## src/rtl/id_ex_stage.sv

```systemverilog
// ID/EX pipeline register with load-use hazard detection, WB write-through and flush/freeze control.
// Optional bubble counter on STALL_CNT when ID_EX_PERF_CNT_EN is defined.
module id_ex_stage #(
    parameter int DATA_W = 32,
    parameter int CTRL_W = 9
) (
    input  logic              clk,
    input  logic              rst_n,
    input  logic              ID_valid,
    input  logic [4:0]        ID_RS_ADDR,
    input  logic [4:0]        ID_RT_ADDR,
    input  logic [4:0]        ID_RD_ADDR,
    input  logic              ID_UsesRT,
    input  logic [DATA_W-1:0] ID_RS_DATA,
    input  logic [DATA_W-1:0] ID_RT_DATA,
    input  logic [DATA_W-1:0] ID_IMM,
    input  logic [CTRL_W-1:0] ID_CTRL,
    input  logic [4:0]        MEM_WB_RD,
    input  logic              MEM_WB_RegWrite,
    input  logic [DATA_W-1:0] WB_DATA,
    input  logic              EX_Flush,
    input  logic              MEM_Busy,
    output logic              ID_EX_valid,
    output logic [4:0]        ID_EX_RS,
    output logic [4:0]        ID_EX_RT,
    output logic [4:0]        ID_EX_RD,
    output logic [DATA_W-1:0] ID_EX_RS_DATA,
    output logic [DATA_W-1:0] ID_EX_RT_DATA,
    output logic [DATA_W-1:0] ID_EX_IMM,
    output logic [CTRL_W-1:0] ID_EX_CTRL,
`ifdef ID_EX_PERF_CNT_EN
    output logic [31:0]       STALL_CNT,
`endif
    output logic              Stall
);

    localparam int MEMREAD_BIT = 7;

    logic              valid_q,   valid_d;
    logic [4:0]        rs_q,      rs_d;
    logic [4:0]        rt_q,      rt_d;
    logic [4:0]        rd_q,      rd_d;
    logic [DATA_W-1:0] rsData_q,  rsData_d;
    logic [DATA_W-1:0] rtData_q,  rtData_d;
    logic [DATA_W-1:0] imm_q,     imm_d;
    logic [CTRL_W-1:0] ctrl_q,    ctrl_d;

    logic              loadUse;
    logic              rsMatch;
    logic              rtMatch;
    logic              wbRsHit;
    logic              wbRtHit;
    logic [DATA_W-1:0] rsCapture;
    logic [DATA_W-1:0] rtCapture;
    logic              luBubble;

    // A load in EX whose destination feeds the instruction in ID must be separated by one bubble.
    always_comb begin
        rsMatch = (rt_q == ID_RS_ADDR);
        rtMatch = ID_UsesRT && (rt_q == ID_RT_ADDR);
        loadUse = ID_valid && valid_q && ctrl_q[MEMREAD_BIT] &&
                  (rt_q != 5'd0) && (rsMatch || rtMatch);
    end

    assign Stall    = loadUse || MEM_Busy;
    assign luBubble = loadUse && !EX_Flush && !MEM_Busy;

    // Register-file write in WB lands the same cycle ID reads; pick up the new value here.
    always_comb begin
        wbRsHit   = MEM_WB_RegWrite && (MEM_WB_RD != 5'd0) && (MEM_WB_RD == ID_RS_ADDR);
        wbRtHit   = MEM_WB_RegWrite && (MEM_WB_RD != 5'd0) && (MEM_WB_RD == ID_RT_ADDR);
        rsCapture = wbRsHit ? WB_DATA : ID_RS_DATA;
        rtCapture = wbRtHit ? WB_DATA : ID_RT_DATA;
    end

    always_comb begin
        valid_d  = valid_q;
        rs_d     = rs_q;
        rt_d     = rt_q;
        rd_d     = rd_q;
        rsData_d = rsData_q;
        rtData_d = rtData_q;
        imm_d    = imm_q;
        ctrl_d   = ctrl_q;
        if (EX_Flush || !MEM_Busy) begin
            rs_d     = ID_RS_ADDR;
            rt_d     = ID_RT_ADDR;
            rd_d     = ID_RD_ADDR;
            rsData_d = rsCapture;
            rtData_d = rtCapture;
            imm_d    = ID_IMM;
            // Bubbles clear control so forwarding never sees a stale RegWrite.
            if (EX_Flush || loadUse) begin
                valid_d = 1'b0;
                ctrl_d  = '0;
            end else begin
                valid_d = ID_valid;
                ctrl_d  = ID_CTRL;
            end
        end
    end

    always_ff @(posedge clk or negedge rst_n) begin
        if (!rst_n) begin
            valid_q  <= 1'b0;
            rs_q     <= '0;
            rt_q     <= '0;
            rd_q     <= '0;
            rsData_q <= '0;
            rtData_q <= '0;
            imm_q    <= '0;
            ctrl_q   <= '0;
        end else begin
            valid_q  <= valid_d;
            rs_q     <= rs_d;
            rt_q     <= rt_d;
            rd_q     <= rd_d;
            rsData_q <= rsData_d;
            rtData_q <= rtData_d;
            imm_q    <= imm_d;
            ctrl_q   <= ctrl_d;
        end
    end

`ifdef ID_EX_PERF_CNT_EN
    logic [31:0] stallCnt_q, stallCnt_d;

    // Only load-use bubbles count; the counter sticks at all-ones.
    always_comb begin
        stallCnt_d = stallCnt_q;
        if (luBubble && (stallCnt_q != 32'hFFFF_FFFF)) begin
            stallCnt_d = stallCnt_q + 32'd1;
        end
    end

    always_ff @(posedge clk or negedge rst_n) begin
        if (!rst_n) begin
            stallCnt_q <= '0;
        end else begin
            stallCnt_q <= stallCnt_d;
        end
    end

    assign STALL_CNT = stallCnt_q;
`else
    logic unusedLuBubble;
    assign unusedLuBubble = luBubble;
`endif

    assign ID_EX_valid   = valid_q;
    assign ID_EX_RS      = rs_q;
    assign ID_EX_RT      = rt_q;
    assign ID_EX_RD      = rd_q;
    assign ID_EX_RS_DATA = rsData_q;
    assign ID_EX_RT_DATA = rtData_q;
    assign ID_EX_IMM     = imm_q;
    assign ID_EX_CTRL    = ctrl_q;

endmodule

```

## config.mk

```make
export PLATFORM = sky130hd
export DESIGN_NAME = id_ex_stage
export DESIGN_NICKNAME = d
export VERILOG_FILES = /design/src/rtl/id_ex_stage.sv
export SDC_FILE = /design/constraint.sdc
export NUM_CORES = 1
export LEC_CHECK = 0
export CORE_UTILIZATION = 41
export CTS_CLUSTER_DIAMETER = 100
export DETAILED_ROUTE_END_ITERATION = 6
export PLACE_DENSITY = 0.94
export SLEW_MARGIN = 15
export SYNTH_ARGS = -nofsm -noshare
export SYNTH_HDL_FRONTEND = slang
export SYNTH_SLANG_ARGS = --single-unit
```

## constraint.sdc

```tcl
create_clock -name clk -period 2.3 [get_ports clk]
set_input_delay 0.46 -clock clk [delete_from_list [all_inputs] [get_ports clk]]
set_output_delay 0.46 -clock clk [all_outputs]
set_load 0.01 [all_outputs]
```

======== Yosys cells after proc, flatten, opt, wreduce, memory -nomap -nowiden ========
Index checks and enable logic that the tools add are counted.
word-level totals
  input port bits ......................... 164
  word-level logic and storage cells ...... 31
  output and inout port bits .............. 122
  register bits after elaboration ......... 121
cells by class
  reductions and logical operators ........ 15
  muxes and demuxes ....................... 4
  equal/unequal tests ..................... 4
operators with widths
  operator             count
  32-bit two-way mux   2
  5-bit equality test  4
  5-bit nonzero test   2
  9-bit two-way mux    1
  1-bit logical AND    8
  1-bit logical OR     4
  1-bit logical NOT    1
  1-bit two-way mux    1

======== Depth between registers and ports, before layout ========
  word-level depth ........................ 6
  gate-level depth with buffers ........... 6
  depth with buffers taken out ............ 4

======== Least setup slack after synthesis ========
OpenSTA, ideal clock, no wires.
  path kind ............................... reg-to-output
  start point ............................. register rt_q[0], in the netlist ID_EX_RT[0]
  end point ............................... output Stall
  data arrival time ....................... 1.609 ns
  required time ........................... 1.840 ns
  buffers on the path ..................... 1
  path slack .............................. 0.231 ns
  cell stages (with the launch flop) ...... 6
  cells stage by stage .................... dfrtp_1 or4_1 o2111ai_1 buf_2 inv_2 a21o_1
on the way
  word-level cells in the longest chain between the ends .. 5
  elaborated cells on any way between the ends .. 8
  those cells by class .................... eq/ne (2); reduce/logical (6)
ends and longest elaborated chain
  item                    line  text
  start, declared         41    logic [4:0] rt_q, rt_d;
  start signal, assigned  116   rt_q <= rt_d;
  5-bit equality test     60    rtMatch = ID_UsesRT && (rt_q == ID_RT_ADDR);
  1-bit logical AND       60
  1-bit logical OR        62    (rt_q != 5'd0) && (rsMatch || rtMatch);
  1-bit logical AND *     62
  1-bit logical OR *      65    assign Stall = loadUse || MEM_Busy;
  end, declared           34    output logic Stall
Every way passes the cells marked *; elsewhere a longest branch is shown, timed or not.

======== Worst setup path in the final report ========
  start point ............................. register rt_q[2], in the netlist ID_EX_RT[2]
  end point ............................... output Stall
Same word-level chain as after synthesis.

==> results by group <==
Finish
  – Non-filler cells, final: 1141
  – Fin util: 72.31%
  – ANT cells: 0
  – Layout cell share with drive strength beyond 1: about a tenth
  – Nets: 1117
  – Area grow syn2layout: 68.87%

Logic synthesis
  – Synth top area share: 52.56%
  – Seq/Total Area, Yosys: 52.56%
  – Synth Instances: 654
  – Flip-flop and latch count after synthesis: ~120
  – Mean Syn Cell Area: 8.808 sq um
  – Yosys warns: 0
  – Post-Syn Area: 5761 sq um
  – Distinct cell type count after synthesis: 28
  – Main area contributors after synthesis: dfrtp_1 53%, nand2_1 10%, a31oi_1 7.0%
  – Net Count, Synth: slightly above 800
  – Post-synth top area cell: dfrtp_1

Global routing
  – Maximum number of pins on one net before global-route repair: 70
  – Vias in the first global route: between 6000 and 7000
  – Antenna violations before repair: 0
  – GR Util All Layers: ~29%
  – First-pass GRT wire length: 32500 um
  – Gr ovfl total: 0

Drt
  – WL final: 20990 um
  – Per-cell routed wire length: 18.40 um
  – Residual DRC: 0
  – DR vias: 6247
  – Via density: 5.475
  – Starting DRT DRC Count: 551
  – ANT nets after route: 0
  – First drt pass iteration count: 5

Floorplan
  – Cell row count: 42
  – Total die area: 14530 sq um
  – I/O pins: 286
  – Die Ht: 120.5 um
  – Initial core utilization: 42.82%
  – Die width: 120.5 um
  – Core Box Area: about 13000 sq um

Placement
  – Placer congestion estimate: 0.8625
  – Dpl cells: 1108
  – Post-DP HPWL: 14860 um
  – Port bufs: around 290

Timing
  – TNS Setup: -0.04958 ns
  – Hold WS: 0.03752 ns
  – Fin. max-slew vios: 0
  – Setup ws final: -0.04958 ns
  – Clock Skew: 0.004655 ns
  – F_max: between 400 and 500 MHz
  – Setup violations, final: 1
  – Crit path time final: between 2 and 2.5 ns
  – RSZ-0062 raised after global routing: yes
  – Final period util: 102.2%
  – Final-report hold violation count: 0
  – Slew @ Worst Pin: 0.4005 ns
  – Relative slew slack: 73.30%

Clock network
  – Max clock buf depth: 2
  – Htree depth: 4
  – TritonCTS sink count: ~120
  – Later-pin clock latency in the skew report: 0.41 ns
  – Clk slew on worst S/H paths: 0.05 ns
  – CTS Buf Count: 17
  – TritonCTS clock tree: built
  – Clock root cell: clkbuf_16

Run status
  – Failing checks: setup timing
  – Outcome: finished, violations left

Setup path
  – Crit path cell chain: or4_4 -> o2111ai_4 -> inv_2 -> a21o_1 -> buf_2
  – Critical path type: reg2out
  – Worst setup EP type: output pin
  – Max FO, Critical Path: 2
  – Crit-path max cell delay: 0.55 ns
  – CP arrival: 1.89 ns
  – Bufs and invs on worst path: 2
  – Cell family with most CP delay: simple AND/OR/NAND/NOR gates
  – Slowest CP cell: or4_4
  – Startpoint types: register
  – Worst EP required: 1.84 ns

Power
  – P per Cell Area: 686.3 nW/um^2
  – Leakage Power: 4.039 nW
  – Peak supply drop: about 450 uV
  – Total power: 6.677 mW

Run
  – Max-cap viol count: 0

Min path
  – Hold crit path type: in2async
## per-layer routing
layer / part of all wire, % / wire length (um) / global-route usage, % / vias up
li1: - / - / - / 2879
met1: 37 / 7690 / 33.70 / 2890
met2: 50 / 10420 / 49.35 / 390
met3: 8.8 / 1843 / 7.217 / 88
met4: 5.0 / 1041 / 17.67 / 0
met5: 0 / 0 / 0 / -
## final timing paths
path	startpoint	endpoint	slack, ns	cells after the start
setup reg to reg	ID_EX_RT[2]	ID_EX_CTRL[8]	0.59	6
setup / recovery	ID_EX_RT[2]	Stall	-0.05	5
hold / removal	rst_n	ID_EX_RS_DATA[30]	0.04	2
min in group clk	ID_EX_IMM[19]	ID_EX_IMM[19]	0.46	2
hold reg to reg	ID_EX_IMM[19]	ID_EX_IMM[19]	0.46	2
max in group asynchronous	rst_n	ID_EX_RT_DATA[5]	1.89	2
## timing repair
item / in CTS / in global routing
pin swaps: 3 / 1
gates resized for setup: 7 / 0
endpoints found under the setup margin: 1 / 1
setup buffers: 2 / 0
hold buffers: 0 / 0
## power by group
group	switching (mW)	total [mW]	internal, mW
Combinational	0.690	1.53	0.837
Clock	0.923	2.70	1.78
Sequential	0.120	2.44	2.32
Total	1.73	6.68	4.94
## synthesized netlist by cell type
cell type / n
a21o_1: 1
a22oi_1: 8
a31oi_1: 64
a32oi_1: 2
and4_1: 2
buf_1: 9
buf_2: 8
buf_6: 12
clkbuf_1: 26
dfrtp_1: 121
inv_1: 1
inv_2: 1
nand2_1: 154
nand3_1: 65
nand4_1: 3
nor2_1: 65
nor2b_1: 1
nor3b_1: 9
o2111ai_1: 1
o211a_2: 2
o211ai_4: 2
o21ai_0: 5
o21ai_1: 60
o221ai_1: 9
o22ai_1: 1
or4_1: 1
or4_4: 1
xnor2_1: 20
## cell type report
class | count | area (sq um)
inverters | 2 | 7.507
well taps | 176 | 220.2
multi-input cells | 476 | 2455
repair buffers | 335 | 3408
clock buffers | 24 | 521.8
clock inverters | 7 | 87.58
fillers | 978 | 3725
flip-flops and latches | 121 | 3028
## worst reg2reg max path, cell delays in order, from the launching register on
cell and delay, ns:
dfrtp_1 0.38, or4_4 0.55, o2111ai_4 0.22, buf_4 0.15
buf_4 0.16, a32oi_1 0.10, o21ai_0 0.08
## flip-flops by register name, indices dropped and copies added, names as in the netlist
signal / flops
ID_EX_RS_DATA: 32
ID_EX_CTRL: 9
ID_EX_RT_DATA: 32
ID_EX_RD: 5
ID_EX_RT: 5
ID_EX_RS: 5
ID_EX_valid: 1
ID_EX_IMM: 32
## kinds of logic (layout without fill, tap and decap cells)
logic type	count (synthesis)	count (layout)	synth area share (%)
buffers and inverters	57	368	5.452
DFF	121	121	52.56
xor gates and xnor gates	20	20	3.041
and+or+nand+nor	301	301	22.15
AOI/OAI and AO/OA	155	155	16.79
## stage by stage
| step | setup slack, ns | cell area (sq um) |
|---|---|---|
| floorplan | 0.2311 | 5761 |
| global placement | -0.3070 | 9087 |
| detailed placement | -0.3571 | 9087 |
| CTS | -0.07515 | 9728 |
| global route | -0.1236 | 9728 |
| finish | -0.04958 | 9728 |
## cells in the final DEF, fill, tap and decap left out, drive strengths merged
master | synthesis | layout
xnor2 | 20 | 20
nand3 | 65 | 65
clkinv | 0 | 4
o22ai | 1 | 1
or4 | 2 | 2
o221ai | 9 | 9
nand4 | 3 | 3
buf | 29 | 52
a22oi | 8 | 8
nor2b | 1 | 1
inv | 2 | 2
nor2 | 65 | 65
o2111ai | 1 | 1
and4 | 2 | 2
bufinv | 0 | 2
o21ai | 65 | 65
a32oi | 2 | 2
dfrtp | 121 | 121
clkdlybuf4s50 | 0 | 283
o211ai | 2 | 2
nor3b | 9 | 9
a21o | 1 | 1
clkinvlp | 0 | 1
a31oi | 64 | 64
o211a | 2 | 2
clkbuf | 26 | 24
nand2 | 154 | 154
Power figures use the tool's default switching activity.
==> variant: new RTL, config.mk and constraints unchanged <==
Build with the macro `ID_EX_PERF_CNT_EN` defined.
--- a/src/rtl/id_ex_stage.sv
+++ b/src/rtl/id_ex_stage.sv
@@ -1,5 +1,7 @@
 // ID/EX pipeline register with load-use hazard detection, WB write-through and flush/freeze control.
 // Optional bubble counter on STALL_CNT when ID_EX_PERF_CNT_EN is defined.
+`define ID_EX_PERF_CNT_EN
+
 module id_ex_stage #(
     parameter int DATA_W = 32,
     parameter int CTRL_W = 9
Check against the original RTL (old outputs only; new: STALL_CNT): equivalent (equiv_simple and equiv_induct, registers matched by name and starting in step).
==> variant against the unedited design <==
The flow still finishes with violations (negative setup slack); power increased by 5.7%; area after synthesis rose by 22%; synthesized cell count fell by 11%; final area grew 19%; sequential cell count increased by 32; via count fell by 4.4%; setup slack worse by 81 ps; sequential power increased by 22%; non-clock buffer count increased by 43; clock skew rose by 2.1 ps; routed wire length increased by 5.5%.
==> variant: results (changes against the unedited design) <==
first-pass GRT wire length 34620 um (was 32500 um); largest net degree at the start of global routing 57 (was 70); initial antenna violation count 1 (was 0); Switching Power 1852 uW (was 1733 uW); post-DP HPWL 16450 um (was 14860 um); sequential cell area fraction in the yosys report 0.5449 (was 0.5256); layout cells sized above 1 0.1796 (was 0.09637); clk pwr 2760 uW (was 2700 uW); status finished with violations (unchanged); hold_sp ID_EX_RS_DATA[21]$_DFFE_PN0P_; GR Layer Usage met1 0.3009 (was 0.3370); Worst Skew 6.777 ps (was 4.655 ps); Vias 5970 (was 6247); fin worst setup slack -130.4 ps (was -49.58 ps); Layout Nets 1115 (was 1117); Critical Path AT 1970 ps (was 1890 ps); setup slack at placement -647.0 ps (was -357.1 ps); number of global-route vias before repair 6391 (was 6288); wire length per cell 18.71 um (was 18.40 um); Met1 Wirelength 8482 um (was 7690 um); routing usage on met2 0.4442 (was 0.4935); failing checks negative setup slack (unchanged); library cells used by synthesis 42 (was 28); Reg clk slew, reported paths 70 ps (was 50 ps); reg2reg start ID_EX_RT[3]$_DFFE_PN0P_ (was ID_EX_RT[2]$_DFFE_PN0P_); peak supply drop 476.1 uV (was 445.6 uV); Post-Route WL 22160 um (was 20990 um); Port Buf Inserts 317 (was 285); Comb power 1310 uW (was 1530 uW); crit path kind reg2out (unchanged); Rel. slew slack 0.5409 (was 0.7330); Post-synth top cells 153 x dfrtp_1, 82 x nand2_1, 64 x mux2i_1 (was 154 x nand2_1, 121 x dfrtp_1, 65 x nand3_1, 65 x nor2_1, 64 x a31oi_1); DRC violation total after the first TritonRoute iteration 239 (was 551); Synth Instances 583 (was 654); GRT Total Usage 0.2575 (was 0.2933); GR met3 Demand/Resource 0.06705 (was 0.07217); Final setup viols 1 (unchanged); routed length on met2 11630 um (was 10420 um); total congestion overflow 0 (unchanged); gpl congestion 0.9145 (was 0.8625); Worst Hold Class reg2reg (was in2async); synth top area cells dfrtp_1 54%, mux2i_1 9.1%, mux2_2 7.7% (was dfrtp_1 53%, nand2_1 10%, a31oi_1 7.0%); leakage 0.004669 uW (was 0.004039 uW); drt first pass iters 6 (was 5); Post-Syn Nets 748 (was 818); metal3 WL 1319 um (was 1843 um)
==> variant: repair_timing <==
action,CTS,global route
gates resized for setup,12,7
setup buffers,2,3
pin swaps,3,6
hold buffers,1,0
hold endpoints to repair,43,0
endpoints found under the setup margin,1,2
==> variant: per-stage QoR <==
step / TNS (ps) / cell area (sq um) / total power (uW)
after floorplan: 0 / 7027 / 3407
after global placement: -13090 / 10850 / 4273
after detailed placement: -19170 / 10850 / 4323
after CTS: -150.6 / 11480 / 7112
after global routing: -357.8 / 11550 / 7320
final: -130.4 / 11550 / 7058
==> variant: cell type report <==
type                            instances  area (sq um)
Fill cell                            1153          5091
Multi-Input combinational cell        400          3089
Clock inverter                         14         138.9
Antenna cell                            1         2.502
Tap cell                              220         275.3
Clock buffer                           18         439.2
Timing Repair Buffer                  378          3777
Sequential cell                       153          3829
==> variant: worst paths after layout <==
check	slack (ps)	end	cells past startpoint
max	-130	Stall	5
min	480	ID_EX_RS_DATA[21]$_DFFE_PN0P_	2
max reg2reg	0	STALL_CNT[23]$_DFFE_PN0P_	9
min reg2reg	480	ID_EX_RS_DATA[21]$_DFFE_PN0P_	2
max in group asynchronous	1060	ID_EX_IMM[1]$_DFFE_PN0P_	3
min in group asynchronous	540	STALL_CNT[27]$_DFFE_PN0P_	2
==> variant: cell families (layout without fill, tap and decap cells) <==
group,count (synthesis),count (layout),synth area share
buf+inv,30,410,0.02653
flops,153,153,0.5449
other cells,0,1,0
fa+ha+maj,1,1,0.001780
xor+xnor,51,51,0.06357
mux,112,112,0.1681
compound gates,80,80,0.06588
simple gates,156,156,0.1293
==> variant: worst reg2reg max path, stage by stage, from the launching register on <==
cell	delay, ps
dfrtp_1	390
or4_4	560
buf_4	150
buf_4	120
buf_4	130
o211ai_4	240
nor3_4	80
buf_4	170
and4bb_1	210
xor2_1	140
